[src/rtl/hazard_scoreboard_if.sv]
// Decode-side hazard interface: decode instruction fields and redirect in,
// stall/flush/forward controls and the stall-cycle counter out.
interface hazard_scoreboard_if #(
   parameter int AW    = 5,
   parameter int CNT_W = 16
);
   logic             id_valid;
   logic [AW-1:0]    id_ra;
   logic [AW-1:0]    id_rb;
   logic             id_use_a;
   logic             id_use_b;
   logic [AW-1:0]    id_wa;
   logic             id_we;
   logic             id_is_load;
   logic             ex_redirect;
   logic             stall;
   logic             flush;
   logic [1:0]       fwd_a;
   logic [1:0]       fwd_b;
   logic [CNT_W-1:0] stall_cycles;

   modport master (
      output id_valid, id_ra, id_rb, id_use_a, id_use_b,
             id_wa, id_we, id_is_load, ex_redirect,
      input  stall, flush, fwd_a, fwd_b, stall_cycles
   );

   modport slave (
      input  id_valid, id_ra, id_rb, id_use_a, id_use_b,
             id_wa, id_we, id_is_load, ex_redirect,
      output stall, flush, fwd_a, fwd_b, stall_cycles
   );
endinterface

[src/rtl/hazard_scoreboard.sv]
// Hazard and forwarding controller for the 5-stage pipeline.
// Tracks in-flight register writers in a shift-register scoreboard, raises
// stall for load-use and unforwardable RAW hazards, flush on EX redirect,
// and registers the EX operand forwarding selects.
// Optional feature macro: HAZARD_FORWARDING_EN (defined = MEM/WB forwarding
// enabled; undefined = every in-flight writer before WB stalls decode).
// The WB slot is not stored: the regfile is write-first, so a writer in WB
// can never cause a hazard and only slots 0..DEPTH-2 need tracking.
module hazard_scoreboard #(
   parameter int AW    = 5,
   parameter int DEPTH = 3,
   parameter int CNT_W = 16
) (
   input logic                clk,
   input logic                rst,
   hazard_scoreboard_if.slave bus
);

   localparam int TRACK = DEPTH - 1;

   logic [TRACK-1:0] slot_valid_q, slot_valid_d;
   logic [TRACK-1:0] slot_we_q, slot_we_d;
   logic [TRACK-1:0] slot_load_q, slot_load_d;
   logic [AW-1:0]    slot_wa_q [TRACK];
   logic [AW-1:0]    slot_wa_d [TRACK];

   logic [TRACK-1:0] match_a, match_b;
   logic             stall_a, stall_b;
   logic             stall_int;
   logic             enter;

   logic [CNT_W-1:0] stall_cycles_q, stall_cycles_d;

`ifdef HAZARD_FORWARDING_EN
   logic [1:0] sel_a, sel_b;
   logic [1:0] fwd_a_q, fwd_a_d, fwd_b_q, fwd_b_d;
`endif

   // Compare each used, non-zero decode source against every tracked writer
   always_comb begin
      match_a = '0;
      match_b = '0;
      for (int k = 0; k < TRACK; k++) begin
         match_a[k] = bus.id_valid & bus.id_use_a & slot_valid_q[k] & slot_we_q[k]
                      & (slot_wa_q[k] == bus.id_ra) & (bus.id_ra != '0);
         match_b[k] = bus.id_valid & bus.id_use_b & slot_valid_q[k] & slot_we_q[k]
                      & (slot_wa_q[k] == bus.id_rb) & (bus.id_rb != '0);
      end
   end

   // Resolve per-source hazards; youngest matching writer decides the outcome
   always_comb begin
      stall_a = match_a[0] & slot_load_q[0];
      stall_b = match_b[0] & slot_load_q[0];
`ifdef HAZARD_FORWARDING_EN
      sel_a = 2'd0;
      sel_b = 2'd0;
      if (match_a[0]) begin
         sel_a = 2'd1;
      end else if (match_a[1]) begin
         sel_a = 2'd2;
      end else begin
         stall_a = |(match_a >> 2);
      end
      if (match_b[0]) begin
         sel_b = 2'd1;
      end else if (match_b[1]) begin
         sel_b = 2'd2;
      end else begin
         stall_b = |(match_b >> 2);
      end
`else
      stall_a = stall_a | (|match_a);
      stall_b = stall_b | (|match_b);
`endif
      stall_int = bus.id_valid & (stall_a | stall_b) & ~bus.ex_redirect;
      enter     = bus.id_valid & ~stall_int & ~bus.ex_redirect;
   end

   // Advance the scoreboard: older slots shift, slot 0 takes decode or a bubble
   always_comb begin
      slot_valid_d    = slot_valid_q << 1;
      slot_we_d       = slot_we_q << 1;
      slot_load_d     = slot_load_q << 1;
      slot_valid_d[0] = enter;
      slot_we_d[0]    = enter & bus.id_we;
      slot_load_d[0]  = enter & bus.id_is_load;
      slot_wa_d[0]    = enter ? bus.id_wa : '0;
      for (int k = 1; k < TRACK; k++) begin
         slot_wa_d[k] = slot_wa_q[k-1];
      end
   end

   // Saturating count of stalled cycles
   always_comb begin
      stall_cycles_d = stall_cycles_q;
      if (stall_int && (stall_cycles_q != '1)) begin
         stall_cycles_d = stall_cycles_q + CNT_W'(1);
      end
   end

   // Scoreboard and counter state
   always_ff @(posedge clk or posedge rst) begin
      if (rst) begin
         slot_valid_q   <= '0;
         slot_we_q      <= '0;
         slot_load_q    <= '0;
         slot_wa_q      <= '{default: '0};
         stall_cycles_q <= '0;
      end else begin
         slot_valid_q   <= slot_valid_d;
         slot_we_q      <= slot_we_d;
         slot_load_q    <= slot_load_d;
         slot_wa_q      <= slot_wa_d;
         stall_cycles_q <= stall_cycles_d;
      end
   end

`ifdef HAZARD_FORWARDING_EN
   // Selects follow the instruction into EX; a bubble entering EX reads the regfile
   always_comb begin
      fwd_a_d = enter ? sel_a : 2'd0;
      fwd_b_d = enter ? sel_b : 2'd0;
   end

   // Registered forwarding selects, stable for the whole EX cycle
   always_ff @(posedge clk or posedge rst) begin
      if (rst) begin
         fwd_a_q <= 2'd0;
         fwd_b_q <= 2'd0;
      end else begin
         fwd_a_q <= fwd_a_d;
         fwd_b_q <= fwd_b_d;
      end
   end

   assign bus.fwd_a = fwd_a_q;
   assign bus.fwd_b = fwd_b_q;
`else
   assign bus.fwd_a = 2'd0;
   assign bus.fwd_b = 2'd0;
`endif

   assign bus.stall        = stall_int;
   assign bus.flush        = bus.ex_redirect;
   assign bus.stall_cycles = stall_cycles_q;

endmodule

[src/flat_wrapper.sv]
// flat-port wrapper written by rule: the top's interface ports become plain ports
module hazard_scoreboard_flat 
#(
   parameter int AW    = 5,
   parameter int DEPTH = 3,
   parameter int CNT_W = 16
)
  (clk, rst, bus_id_valid, bus_id_ra, bus_id_rb, bus_id_use_a, bus_id_use_b, bus_id_wa, bus_id_we, bus_id_is_load, bus_ex_redirect, bus_stall, bus_flush, bus_fwd_a, bus_fwd_b, bus_stall_cycles);
  hazard_scoreboard_if #(.AW(AW), .CNT_W(CNT_W)) bus_i ();
  input logic clk;
  input logic rst;
  input wire logic [$bits(bus_i.id_valid)-1:0] bus_id_valid;
  input wire logic [$bits(bus_i.id_ra)-1:0] bus_id_ra;
  input wire logic [$bits(bus_i.id_rb)-1:0] bus_id_rb;
  input wire logic [$bits(bus_i.id_use_a)-1:0] bus_id_use_a;
  input wire logic [$bits(bus_i.id_use_b)-1:0] bus_id_use_b;
  input wire logic [$bits(bus_i.id_wa)-1:0] bus_id_wa;
  input wire logic [$bits(bus_i.id_we)-1:0] bus_id_we;
  input wire logic [$bits(bus_i.id_is_load)-1:0] bus_id_is_load;
  input wire logic [$bits(bus_i.ex_redirect)-1:0] bus_ex_redirect;
  output wire logic [$bits(bus_i.stall)-1:0] bus_stall;
  output wire logic [$bits(bus_i.flush)-1:0] bus_flush;
  output wire logic [$bits(bus_i.fwd_a)-1:0] bus_fwd_a;
  output wire logic [$bits(bus_i.fwd_b)-1:0] bus_fwd_b;
  output wire logic [$bits(bus_i.stall_cycles)-1:0] bus_stall_cycles;
  assign bus_i.id_valid = bus_id_valid;
  assign bus_i.id_ra = bus_id_ra;
  assign bus_i.id_rb = bus_id_rb;
  assign bus_i.id_use_a = bus_id_use_a;
  assign bus_i.id_use_b = bus_id_use_b;
  assign bus_i.id_wa = bus_id_wa;
  assign bus_i.id_we = bus_id_we;
  assign bus_i.id_is_load = bus_id_is_load;
  assign bus_i.ex_redirect = bus_ex_redirect;
  assign bus_stall = bus_i.stall;
  assign bus_flush = bus_i.flush;
  assign bus_fwd_a = bus_i.fwd_a;
  assign bus_fwd_b = bus_i.fwd_b;
  assign bus_stall_cycles = bus_i.stall_cycles;
  hazard_scoreboard #(.AW(AW), .DEPTH(DEPTH), .CNT_W(CNT_W)) u_core (.clk(clk), .rst(rst), .bus(bus_i));
endmodule
[config.mk]
export PLATFORM = sky130hd
export DESIGN_NAME = hazard_scoreboard_flat
export DESIGN_NICKNAME = d
export VERILOG_FILES = /design/src/rtl/hazard_scoreboard_if.sv /design/src/rtl/hazard_scoreboard.sv /design/src/flat_wrapper.sv
export SDC_FILE = /design/constraint.sdc
export NUM_CORES = 1
export LEC_CHECK = 0
export ABC_AREA = 0
export CAP_MARGIN = 30
export CELL_PAD_IN_SITES_DETAIL_PLACEMENT = 0
export CELL_PAD_IN_SITES_GLOBAL_PLACEMENT = 1
export CORE_ASPECT_RATIO = 0.9
export CORE_UTILIZATION = 38
export DETAILED_ROUTE_END_ITERATION = 10
export PLACE_DENSITY = 0.88
export SYNTH_ARGS = -nofsm -noshare
export SYNTH_HDL_FRONTEND = slang
export SYNTH_SLANG_ARGS = --single-unit
[constraint.sdc]
create_clock -name clk -period 4.5 [get_ports clk]
set_input_delay 0.675 -clock clk [delete_from_list [all_inputs] [get_ports clk]]
set_output_delay 0.675 -clock clk [all_outputs]
set_load 0.005 [all_outputs]
==> results of run 1 <==
-- layout make-up --
cell class	count	area share (%)
well taps	46	2.85
repair buffers	40	20.7
clock buffers	6	4.09
inverters	3	0.557
multi-input cells	100	34.7
flip-flops and latches	30	37.2
-- worst max-delay path, stage by stage --
cell and delay [ns]:
sky130_fd_sc_hd__clkdlybuf4s50_1 0.48, sky130_fd_sc_hd__or3_1 0.41, sky130_fd_sc_hd__o311a_1 0.32, sky130_fd_sc_hd__a22o_4 0.29
sky130_fd_sc_hd__and2_1 0.14, sky130_fd_sc_hd__clkdlybuf4s50_1 0.44
-- sequential cells by signal, summed over array words and instances, names as in the netlist --
register / cells
u_core.bus.stall_cycles: 16
u_core.slot_valid_q: 2
u_core.slot_wa_d: 5
u_core.slot_wa_q: 5
u_core.slot_we_q: 2
-- cells by family (layout without fill, tap and decap cells) --
| logic type | Yosys count | in the layout | synth area share (%) |
|---|---|---|---|
| xor+xnor | 34 | 34 | 19.8 |
| fa+ha+maj | 1 | 1 | 0.832 |
| compound gates | 6 | 6 | 5.08 |
| buf+inv | 9 | 49 | 4.24 |
| other cells | 1 | 4 | 0.249 |
| mux | 2 | 2 | 1.50 |
| flops | 30 | 30 | 49.9 |
| simple gates | 53 | 53 | 18.4 |
-- stage by stage --
step / hold slack (ns) / std cells / cell area, um^2 / util [%]
2_1_floorplan: 0.373 / 139 / 1520 / -
3_3_place_gp: 0.386 / 218 / 1910 / 50.8
3_5_place_dp: 0.397 / 219 / 1940 / 51.6
4_1_cts: 0.410 / 225 / 2020 / 53.8
5_1_grt: 0.420 / 225 / 2020 / 53.8
6_report: 0.408 / 225 / 2020 / 53.8
-- worst max path at each step --
stage	startpoint	end	slack [ns]	depth (start not counted)
5_1_grt	bus_id_ra[0]	bus_stall	1.02	6
2_1_floorplan	bus_id_ra[0]	bus_stall	2.08	4
6_report	bus_id_ra[0]	bus_stall	1.08	6
3_5_place_dp	bus_id_ra[0]	bus_stall	1.07	6
3_3_place_gp	bus_id_ra[0]	bus_stall	1.09	6
4_1_cts	bus_id_ra[0]	bus_stall	1.06	6
-- layer usage --
layer	wire length, um	track usage (%)	vias to the layer above
li1	-	-	541
met1	1340	19.2	524
met2	1610	29.1	37
met3	201	5.74	3
met4	22	6.25	0
met5	0	0	-
-- where the power goes --
part	internal (mW)	leakage, nW	switching, mW
Sequential	0.275	0.406	0.00468
Clock	0.118	0.0431	0.0909
Combinational	0.0330	0.429	0.0217
-- synthesized netlist by cell type --
cell                        n  area, um^2
sky130_fd_sc_hd__nor2_1     7        26.3
sky130_fd_sc_hd__nor2b_2    1        8.76
sky130_fd_sc_hd__buf_8      1        15.0
sky130_fd_sc_hd__inv_1      3        11.3
sky130_fd_sc_hd__nor4_1     2        12.5
sky130_fd_sc_hd__o311ai_4   1        26.3
sky130_fd_sc_hd__buf_4      5        37.5
sky130_fd_sc_hd__nand3_1   12        60.1
sky130_fd_sc_hd__nor3_1     6        30.0
sky130_fd_sc_hd__nand4_1    6        37.5
sky130_fd_sc_hd__o22ai_1    2        12.5
sky130_fd_sc_hd__xnor2_1   22         193
sky130_fd_sc_hd__mux2_1     1        11.3
sky130_fd_sc_hd__a22o_4     1        17.5
sky130_fd_sc_hd__and2_1     7        43.8
sky130_fd_sc_hd__mux2_2     1        11.3
sky130_fd_sc_hd__ha_1       1        12.5
sky130_fd_sc_hd__or3_1      2        12.5
sky130_fd_sc_hd__conb_1     1        3.75
sky130_fd_sc_hd__and3_1     2        12.5
sky130_fd_sc_hd__dfrtp_1   30         751
sky130_fd_sc_hd__nand2_1    7        26.3
sky130_fd_sc_hd__xor2_1    12         105
sky130_fd_sc_hd__nor2b_1    1        6.26
sky130_fd_sc_hd__o311a_1    2        20.0
-- cell usage in the layout, fill, tap and decap left out, drive strengths merged, types with 3 or more instances in the layout --
| cell | Yosys | layout |
|---|---|---|
| and2 | 7 | 7 |
| clkbuf | 0 | 6 |
| clkdlybuf4s50 | 0 | 39 |
| conb | 1 | 4 |
| dfrtp | 30 | 30 |
| inv | 3 | 3 |
| nand2 | 7 | 7 |
| nand3 | 12 | 12 |
| nand4 | 6 | 6 |
| nor2 | 7 | 7 |
| nor3 | 6 | 6 |
| xnor2 | 22 | 22 |
| xor2 | 12 | 12 |
==> parameters.txt, run 1 <==
Parameter                              Value

Status
  Run status    finished clean

Global routing
  First-pass GRT wire length    4920 um
  Antenna violations before repair    0
  Pin count of the biggest net entering global routing    25
  Vias in the first global route    1,115
  GR Util All Layers    16.8%
  Remaining Overflow, GRT    0

Clocking
  H-tree levels    2
  Clk Latency, worst-skew pair    0.28 ns
  Clock buffers created by TritonCTS    5
  Number of buffers added for setup after CTS    0
  Buffer type at the clock tree root    sky130_fd_sc_hd__clkbuf_8
  Clock slew at the register clock pins of the worst setup and hold paths    0.05 ns
  Max Buffers Root-to-Sink    2
  TritonCTS Sinks    30
  TritonCTS clock tree    built
  Number of cells upsized or downsized after cts    0
  Hold-fix buffer count after cts    0

STA
  Final worst-path setup slack    1.08 ns
  Final max-slew violation count    0
  Clock skew after layout    0.00685 ns
  Final critical-path share of the clock period    76.0%
  Final setup fails    0
  Minimum clock period    3.42 ns
  Setup_tns    0 ns
  Hold Fails Final Rpt    0
  Unrepaired setup endpoints after global routing    false
  Fmax    292 MHz
  Max transition margin    54.8%
  Pin slew with the least headroom to its limit    0.677 ns

Detailed routing
  Number of vias after detailed routing    1,105
  Drt pass-1 iters    4
  Via-per-instance ratio    4.91
  Total wirelength of the detailed-routed design    3180 um
  DR WL/cell    14.1 um
  Number of DRC violations after detailed routing    0
  Violation count after the first detailed-routing iteration    26
  DRT antenna net count    0

Die
  Die area    4210 um^2
  Chip width    68.3 um
  Starting utilization of the core area    40.0%
  Die Ht    61.7 um
  Core Rows    21
  Area of the core region    3760 um^2
  IO Count    45

Final layout
  Area of all sequential standard cells    751 um^2
  Ratio of cells with drive above 1 in the final layout    6.15%
  Count of nets after finishing    204
  Area delta synth->final    34.4%
  Antenna diode count    0
  Fill count    347
  Multi-input logic area    701 um^2

Setup path
  Critical path arrival    2.75 ns
  Flop-to-flop setup slack    2.39 ns
  Endpoint of the worst register-to-register path    u_core.bus.stall_cycles[1]
  Type of element capturing the critical path    output port
  Worst r2r path cells    5
  Worst reg2reg path startpoint    u_core.bus.stall_cycles[2]
  Peak fanout along the critical path    4
  Worst Setup Path Type    in -> out
  Data required time of the worst path    3.83 ns
  Critical Path Start Type    primary input

Logic synthesis
  Count of different cell masters after synthesis    25
  Area of the mapped netlist    1500 um^2
  Yosys warns    0
  Cell count after synthesis    136
  Post-synthesis area per instance    11.1 um^2
  Total of flip-flops plus latches after synthesis    30
  Seq/Total Area, Yosys    49.9%

Hold path
  End point of the worst hold path    u_core.slot_valid_q[1]
  Min-Delay Startpoint    u_core.slot_valid_q[0]
  Worst min-delay path class    reg -> reg
  Hold Crit Depth    0

Pwr
  Total chip power    0.543 mW
  Leakage power summed over all cells    0.877 nW
  Worst ir drop on vdd    0.154 mV
  Pwr/cell area    269 nW/um^2

Placed design
  Number of buffers inserted by port buffering    39
  Half-perimeter wire length after detailed placement    2390 um
  DP Worst Slack    1.07 ns
  Weighted congestion reported at the end of routability-driven placement    0.900

Job
  Number of max-capacitance violations reported    0
(Power assumes the default switching activity.)
==> inputs of run 2 (changes only) <==
--- a/config.mk
+++ b/config.mk
@@ -10,9 +10,9 @@
 export CELL_PAD_IN_SITES_DETAIL_PLACEMENT = 0
 export CELL_PAD_IN_SITES_GLOBAL_PLACEMENT = 1
 export CORE_ASPECT_RATIO = 0.9
-export CORE_UTILIZATION = 38
+export CORE_UTILIZATION = 35
 export DETAILED_ROUTE_END_ITERATION = 10
-export PLACE_DENSITY = 0.88
+export PLACE_DENSITY = 0.83
 export SYNTH_ARGS = -nofsm -noshare
 export SYNTH_HDL_FRONTEND = slang
 export SYNTH_SLANG_ARGS = --single-unit
==> constraint.sdc (replaced) <==
create_clock -name clk -period 3.6 [get_ports clk]
set_input_delay 0.54 -clock clk [delete_from_list [all_inputs] [get_ports clk]]
set_output_delay 0.54 -clock clk [all_outputs]
set_load 0.005 [all_outputs]
==> run 2 against run 1 <==
Effect of this change:
- clock skew down 0.0013 ns
- largest power group is now the clock network
- sequential share of layout area shrank 1.1 points
- count of clock-buffer cells in the layout is the same
- final cell count is 1.8% higher
- power rose by 55%
- sequential cell count is the same
- combinational power rose by 25%
- hold slack lost 0.00052 ns
- via count increased by 1.1%
- first-iteration DRC count grew 81%
- highest routed layer unchanged
- the run now ends with DRC left
- wire length up 0.28%
- critical path type unchanged
- die area grew 8.3%
==> parameters.txt, run 2 (synthesized netlist as in run 1, its figures left out) <==
Parameter                              Value

Clocking
  Clock slew at the register clock pins of the worst setup and hold paths    0.07 ns
  Clock buffers created by TritonCTS    5
  H-tree levels    2
  TritonCTS Sinks    30
  Number of buffers added for setup after CTS    0
  Clk Latency, worst-skew pair    0.28 ns
  Buffer type at the clock tree root    sky130_fd_sc_hd__clkbuf_8
  Hold-fix buffer count after cts    0
  Number of cells upsized or downsized after cts    0
  TritonCTS clock tree    built
  Max Buffers Root-to-Sink    2

Global routing
  Vias in the first global route    1,146
  Remaining Overflow, GRT    0
  Pin count of the biggest net entering global routing    17
  First-pass GRT wire length    5380 um
  Antenna violations before repair    0
  GR Util All Layers    15.7%

Placed design
  Half-perimeter wire length after detailed placement    2310 um
  DP Worst Slack    0.462 ns
  Weighted congestion reported at the end of routability-driven placement    0.841
  Number of buffers inserted by port buffering    39

Hold path
  Worst min-delay path class    reg -> reg

Die
  Starting utilization of the core area    36.7%
  Core Rows    22
  Die area    4560 um^2
  Die Ht    64.2 um
  IO Count    45
  Area of the core region    4100 um^2
  Chip width    71.1 um

Pwr
  Clock network fraction of design power    50.3%
  Leakage power summed over all cells    0.905 nW
  Sequential share of power    41.6%
  Fraction of power spent switching nets    19.2%
  Internal Power    0.680 mW
  Worst ir drop on vdd    0.246 mV
  Switch Pwr    0.161 mW
  Pwr/cell area    404 nW/um^2
  Power share of the combinational group    8.1%

Detailed routing
  Number of DRC violations after detailed routing    12
  Drt pass-1 iters    7
  DR WL/cell    13.9 um
  DRT antenna net count    0
  Via-per-instance ratio    4.88
  Total wirelength of the detailed-routed design    3190 um
  Violation count after the first detailed-routing iteration    47
  Number of vias after detailed routing    1,117

Final layout
  Count of nets after finishing    204
  Highest-count cells in the layout ignoring fill and taps    sky130_fd_sc_hd__clkdlybuf4s50_1, sky130_fd_sc_hd__dfrtp_1, sky130_fd_sc_hd__xnor2_1, sky130_fd_sc_hd__nand3_1, sky130_fd_sc_hd__xor2_1
  Area delta synth->final    38.5%
  Leading cell type in the layout, fill and taps excluded    sky130_fd_sc_hd__clkdlybuf4s50_1
  Fill count    356
  Antenna diode count    0
  Max reg flops    16
  Ratio of cells with drive above 1 in the final layout    7.18%

Setup path
  Critical Path Start Type    primary input
  Dominant delay contributor by cell family on the critical path    buffers and inverters
  Worst Setup Path Type    in -> out
  Crit path max-delay cell type    sky130_fd_sc_hd__clkdlybuf4s50_1
  Buffers and inverters on the worst path    2
  Data required time of the worst path    3.06 ns
  Peak fanout along the critical path    4
  Max incr delay on CP    0.47 ns
  Critical path arrival    2.59 ns
  Type of element capturing the critical path    output port
  Cell-by-cell trace of the critical path    clkdlybuf4s50_1 > or3_1 > o311a_1 > a22o_4 > and2_1 > clkdlybuf4s50_1
  Top cell by count, worst path    sky130_fd_sc_hd__clkdlybuf4s50_1

STA
  Hold Fails Final Rpt    0
  Final max-slew violation count    0
  WHS    0.407 ns
  Pin slew with the least headroom to its limit    0.674 ns
  Clock skew after layout    0.00558 ns
  Setup_tns    0 ns
  Fmax    320 MHz
  Minimum clock period    3.13 ns
  Unrepaired setup endpoints after global routing    false
  Max transition margin    55.0%
  Final setup fails    0
  Final critical-path share of the clock period    86.9%
  Final worst-path setup slack    0.472 ns

Status
  Violated checks    DRC
  Run status    finished, violations left

Job
  Number of max-capacitance violations reported    0
## run 2: worst register-to-register path: stages (launching register included)
cell	delay, ns
sky130_fd_sc_hd__dfrtp_1	0.43
sky130_fd_sc_hd__nand3_1	0.15
sky130_fd_sc_hd__nor2_1	0.19
sky130_fd_sc_hd__nand3_1	0.18
sky130_fd_sc_hd__o311ai_4	0.65
sky130_fd_sc_hd__mux2_1	0.38
## run 2: metrics by stage
stage	cells	area (um^2)	total power, mW	utilization, %
floorplan	139	1520	0.389	-
global placement	220	1910	0.420	46.6
detailed placement	221	1940	0.425	47.3
CTS	229	2080	0.855	50.8
global route	229	2080	0.882	50.8
finish	229	2080	0.841	50.8
## run 2: layout make-up
cell class	instances	area (um^2)	share of cell area (%)
sequential	30	751	36.0
multi-input combinational	100	701	33.6
timing repair buffer	40	418	20.1
clock buffer	6	82.6	3.96
clock inverter	2	60.1	2.88
tap	48	60.1	2.88
inverter	3	11.3	0.541
## run 2: power groups by stage
stage	registers [mW]	clock network (mW)	logic [mW]
CTS	0.350	0.435	0.0696
floorplan	0.355	0	0.0342
detailed placement	0.356	0	0.0687
global route	0.351	0.456	0.0752
finish	0.350	0.423	0.0685
global placement	0.356	0	0.0641
## run 2: final timing paths
check,cells after the start,end,slack [ns],from
min reg2reg,0,u_core.slot_we_q[1],0.41,u_core.slot_we_q[0]
max in group asynchronous,3,u_core.bus.stall_cycles[11],2.46,rst
min in group asynchronous,2,u_core.slot_wa_q[3],0.64,rst
min,0,u_core.slot_we_q[1],0.41,u_core.slot_we_q[0]
max,6,bus_stall,0.47,bus_id_ra[0]
max reg2reg,5,u_core.bus.stall_cycles[1],1.51,u_core.bus.stall_cycles[2]
## run 2: routing by layer
metal  vias up  routed length (um)  part of all wire (%)  global-route usage (%)
met3         5                 248                   7.8                    6.47
met1       536                1410                    44                    19.3
met4         0                  58                   1.8                    6.75
li1        539                   -                     -                       -
met5         -                   0                     0                       0
met2        37                1470                    46                    24.4
==> inputs of run 3 (changes only) <==
--- a/config.mk
+++ b/config.mk
@@ -12,6 +12,7 @@
 export CORE_ASPECT_RATIO = 0.9
 export CORE_UTILIZATION = 35
 export DETAILED_ROUTE_END_ITERATION = 10
+export MAX_ROUTING_LAYER = met4
 export PLACE_DENSITY = 0.83
 export SYNTH_ARGS = -nofsm -noshare
 export SYNTH_HDL_FRONTEND = slang
==> run 3 against run 2 <==
Effect of this change:
- the flow still finishes with violations (DRC)
- die area stayed put
- final cell count stayed put
- via count up 0.36%
- clock skew is essentially flat
- critical path type unchanged
==> parameters.txt, run 3 (synthesized netlist as in run 1, its figures left out) <==
Parameter                              Value

Status
  Run status    finished, violations left
  Violated checks    DRC

Global routing
  Antenna violations before repair    0
  First-pass GRT wire length    5400 um
  Remaining Overflow, GRT    0
  Vias in the first global route    1,143
  Pin count of the biggest net entering global routing    17
  GR Util All Layers    16.2%

Job
  Number of max-capacitance violations reported    0

Hold path
  Worst min-delay path class    reg -> reg
  Min-Delay Startpoint    u_core.slot_we_q[0]

Setup path
  Flop-to-flop setup slack    1.53 ns
  Max incr delay on CP    0.47 ns
  Worst Setup Path Type    in -> out
  Top cell by count, worst path    sky130_fd_sc_hd__clkdlybuf4s50_1
  Cell-by-cell trace of the critical path    clkdlybuf4s50_1 > or3_1 > o311a_1 > a22o_4 > and2_1 > clkdlybuf4s50_1
  Critical path arrival    2.59 ns
  Worst reg2reg path startpoint    u_core.bus.stall_cycles[2]
  Crit path max-delay cell type    sky130_fd_sc_hd__clkdlybuf4s50_1
  Source of the critical timing path    bus_id_ra[0]
  Critical Path Start Type    primary input
  Type of element capturing the critical path    output port
  Data required time of the worst path    3.06 ns
  Peak fanout along the critical path    4

Final layout
  Leading cell type in the layout, fill and taps excluded    sky130_fd_sc_hd__clkdlybuf4s50_1
  Fill count    356
  Highest-count cells in the layout ignoring fill and taps    sky130_fd_sc_hd__clkdlybuf4s50_1, sky130_fd_sc_hd__dfrtp_1, sky130_fd_sc_hd__xnor2_1, sky130_fd_sc_hd__nand3_1, sky130_fd_sc_hd__xor2_1
  Max reg flops    16
  Ratio of cells with drive above 1 in the final layout    7.18%
  Area delta synth->final    38.5%
  Number of standard cells in the final layout excluding fillers    229
  Count of nets after finishing    204
  Antenna diode count    0

Clocking
  Max Buffers Root-to-Sink    2
  H-tree levels    2
  Clk Latency, worst-skew pair    0.28 ns
  Hold-fix buffer count after cts    0
  TritonCTS Sinks    30
  Number of buffers added for setup after CTS    0
  Clock buffers created by TritonCTS    5
  Number of cells upsized or downsized after cts    0
  Clock slew at the register clock pins of the worst setup and hold paths    0.07 ns
  TritonCTS clock tree    built
  Buffer type at the clock tree root    sky130_fd_sc_hd__clkbuf_8

STA
  Minimum clock period    3.13 ns
  Max transition margin    56.2%
  Clock skew after layout    0.00538 ns
  Final worst-path setup slack    0.472 ns
  Hold Fails Final Rpt    0
  Setup_tns    0 ns
  Final max-slew violation count    0
  Pin slew with the least headroom to its limit    0.656 ns
  Fmax    320 MHz
  Final setup fails    0
  Final critical-path share of the clock period    86.9%
  Unrepaired setup endpoints after global routing    false

Placed design
  Weighted congestion reported at the end of routability-driven placement    0.854
  Half-perimeter wire length after detailed placement    2310 um
  Number of buffers inserted by port buffering    39
  DP Worst Slack    0.462 ns
  Number of placed instances with taps included    221

Die
  Die area    4560 um^2
  IO Count    45
  Core Rows    22
  Starting utilization of the core area    36.7%
  Area of the core region    4100 um^2
  Chip width    71.1 um
  Die Ht    64.2 um

Detailed routing
  DRT antenna net count    0
  Total wirelength of the detailed-routed design    3170 um
  Drt pass-1 iters    10
  Violation count after the first detailed-routing iteration    46
  Number of vias after detailed routing    1,121
  Number of DRC violations after detailed routing    7
  Via-per-instance ratio    4.90
  DR WL/cell    13.8 um

Pwr
  Leakage power summed over all cells    0.905 nW
  Pwr/cell area    404 nW/um^2
  Worst ir drop on vdd    0.246 mV
run 3: cell counts in the layout (fill, tap and decap cells not counted):
Identical to the previous run, type by type.
run 3: per-stage QoR:
stage	hold WS (ns)	cell area, um^2	power [mW]	utilization, %
2_1_floorplan	0.373	1520	0.389	-
5_1_grt	0.434	2080	0.882	50.8
3_3_place_gp	0.387	1910	0.420	46.6
3_5_place_dp	0.394	1940	0.425	47.3
4_1_cts	0.410	2080	0.855	50.8
6_report	0.408	2080	0.843	50.8
run 3: path summary, 6_finish.rpt:
kind | end | cells after the start
worst max-delay path | bus_stall | 6
worst min-delay path | u_core.slot_we_q[1] | 0
worst max register to register | u_core.bus.stall_cycles[1] | 5
worst min register to register | u_core.slot_we_q[1] | 0
max in group asynchronous | u_core.bus.stall_cycles[11] | 3
min in group asynchronous | u_core.slot_wa_d[2] | 2
run 3: layout make-up:
type / instances / area [um^2] / area share (%)
inverter: 3 / 11.3 / 0.541
multi-input combinational: 100 / 701 / 33.6
timing repair buffer: 40 / 418 / 20.1
tap: 48 / 60.1 / 2.88
clock inverter: 2 / 60.1 / 2.88
clock buffer: 6 / 82.6 / 3.96
sequential: 30 / 751 / 36.0
run 3: critical path: cells and delay by family:
| family | cells | cell delay (ns) |
|---|---|---|
| AND/OR/NAND/NOR | 2 | 0.54 |
| AO/OA/AOI/OAI | 2 | 0.60 |
| buffers and inverters | 2 | 0.90 |
run 3: per-layer routing:
layer	up-vias	routed length, um	global-route usage (%)
met5	-	0	-
met4	0	46	6.75
met3	6	229	5.84
met2	38	1460	24.4
met1	537	1430	19.8
li1	540	-	-
run 3: power breakdown:
part           switching (mW)  internal (mW)  total (mW)  leakage [nW]
Combinational          0.0272         0.0413      0.0685         0.429
Sequential            0.00625          0.344       0.350         0.406
Clock                   0.129          0.295       0.424        0.0714
Total                   0.162          0.680       0.843         0.905
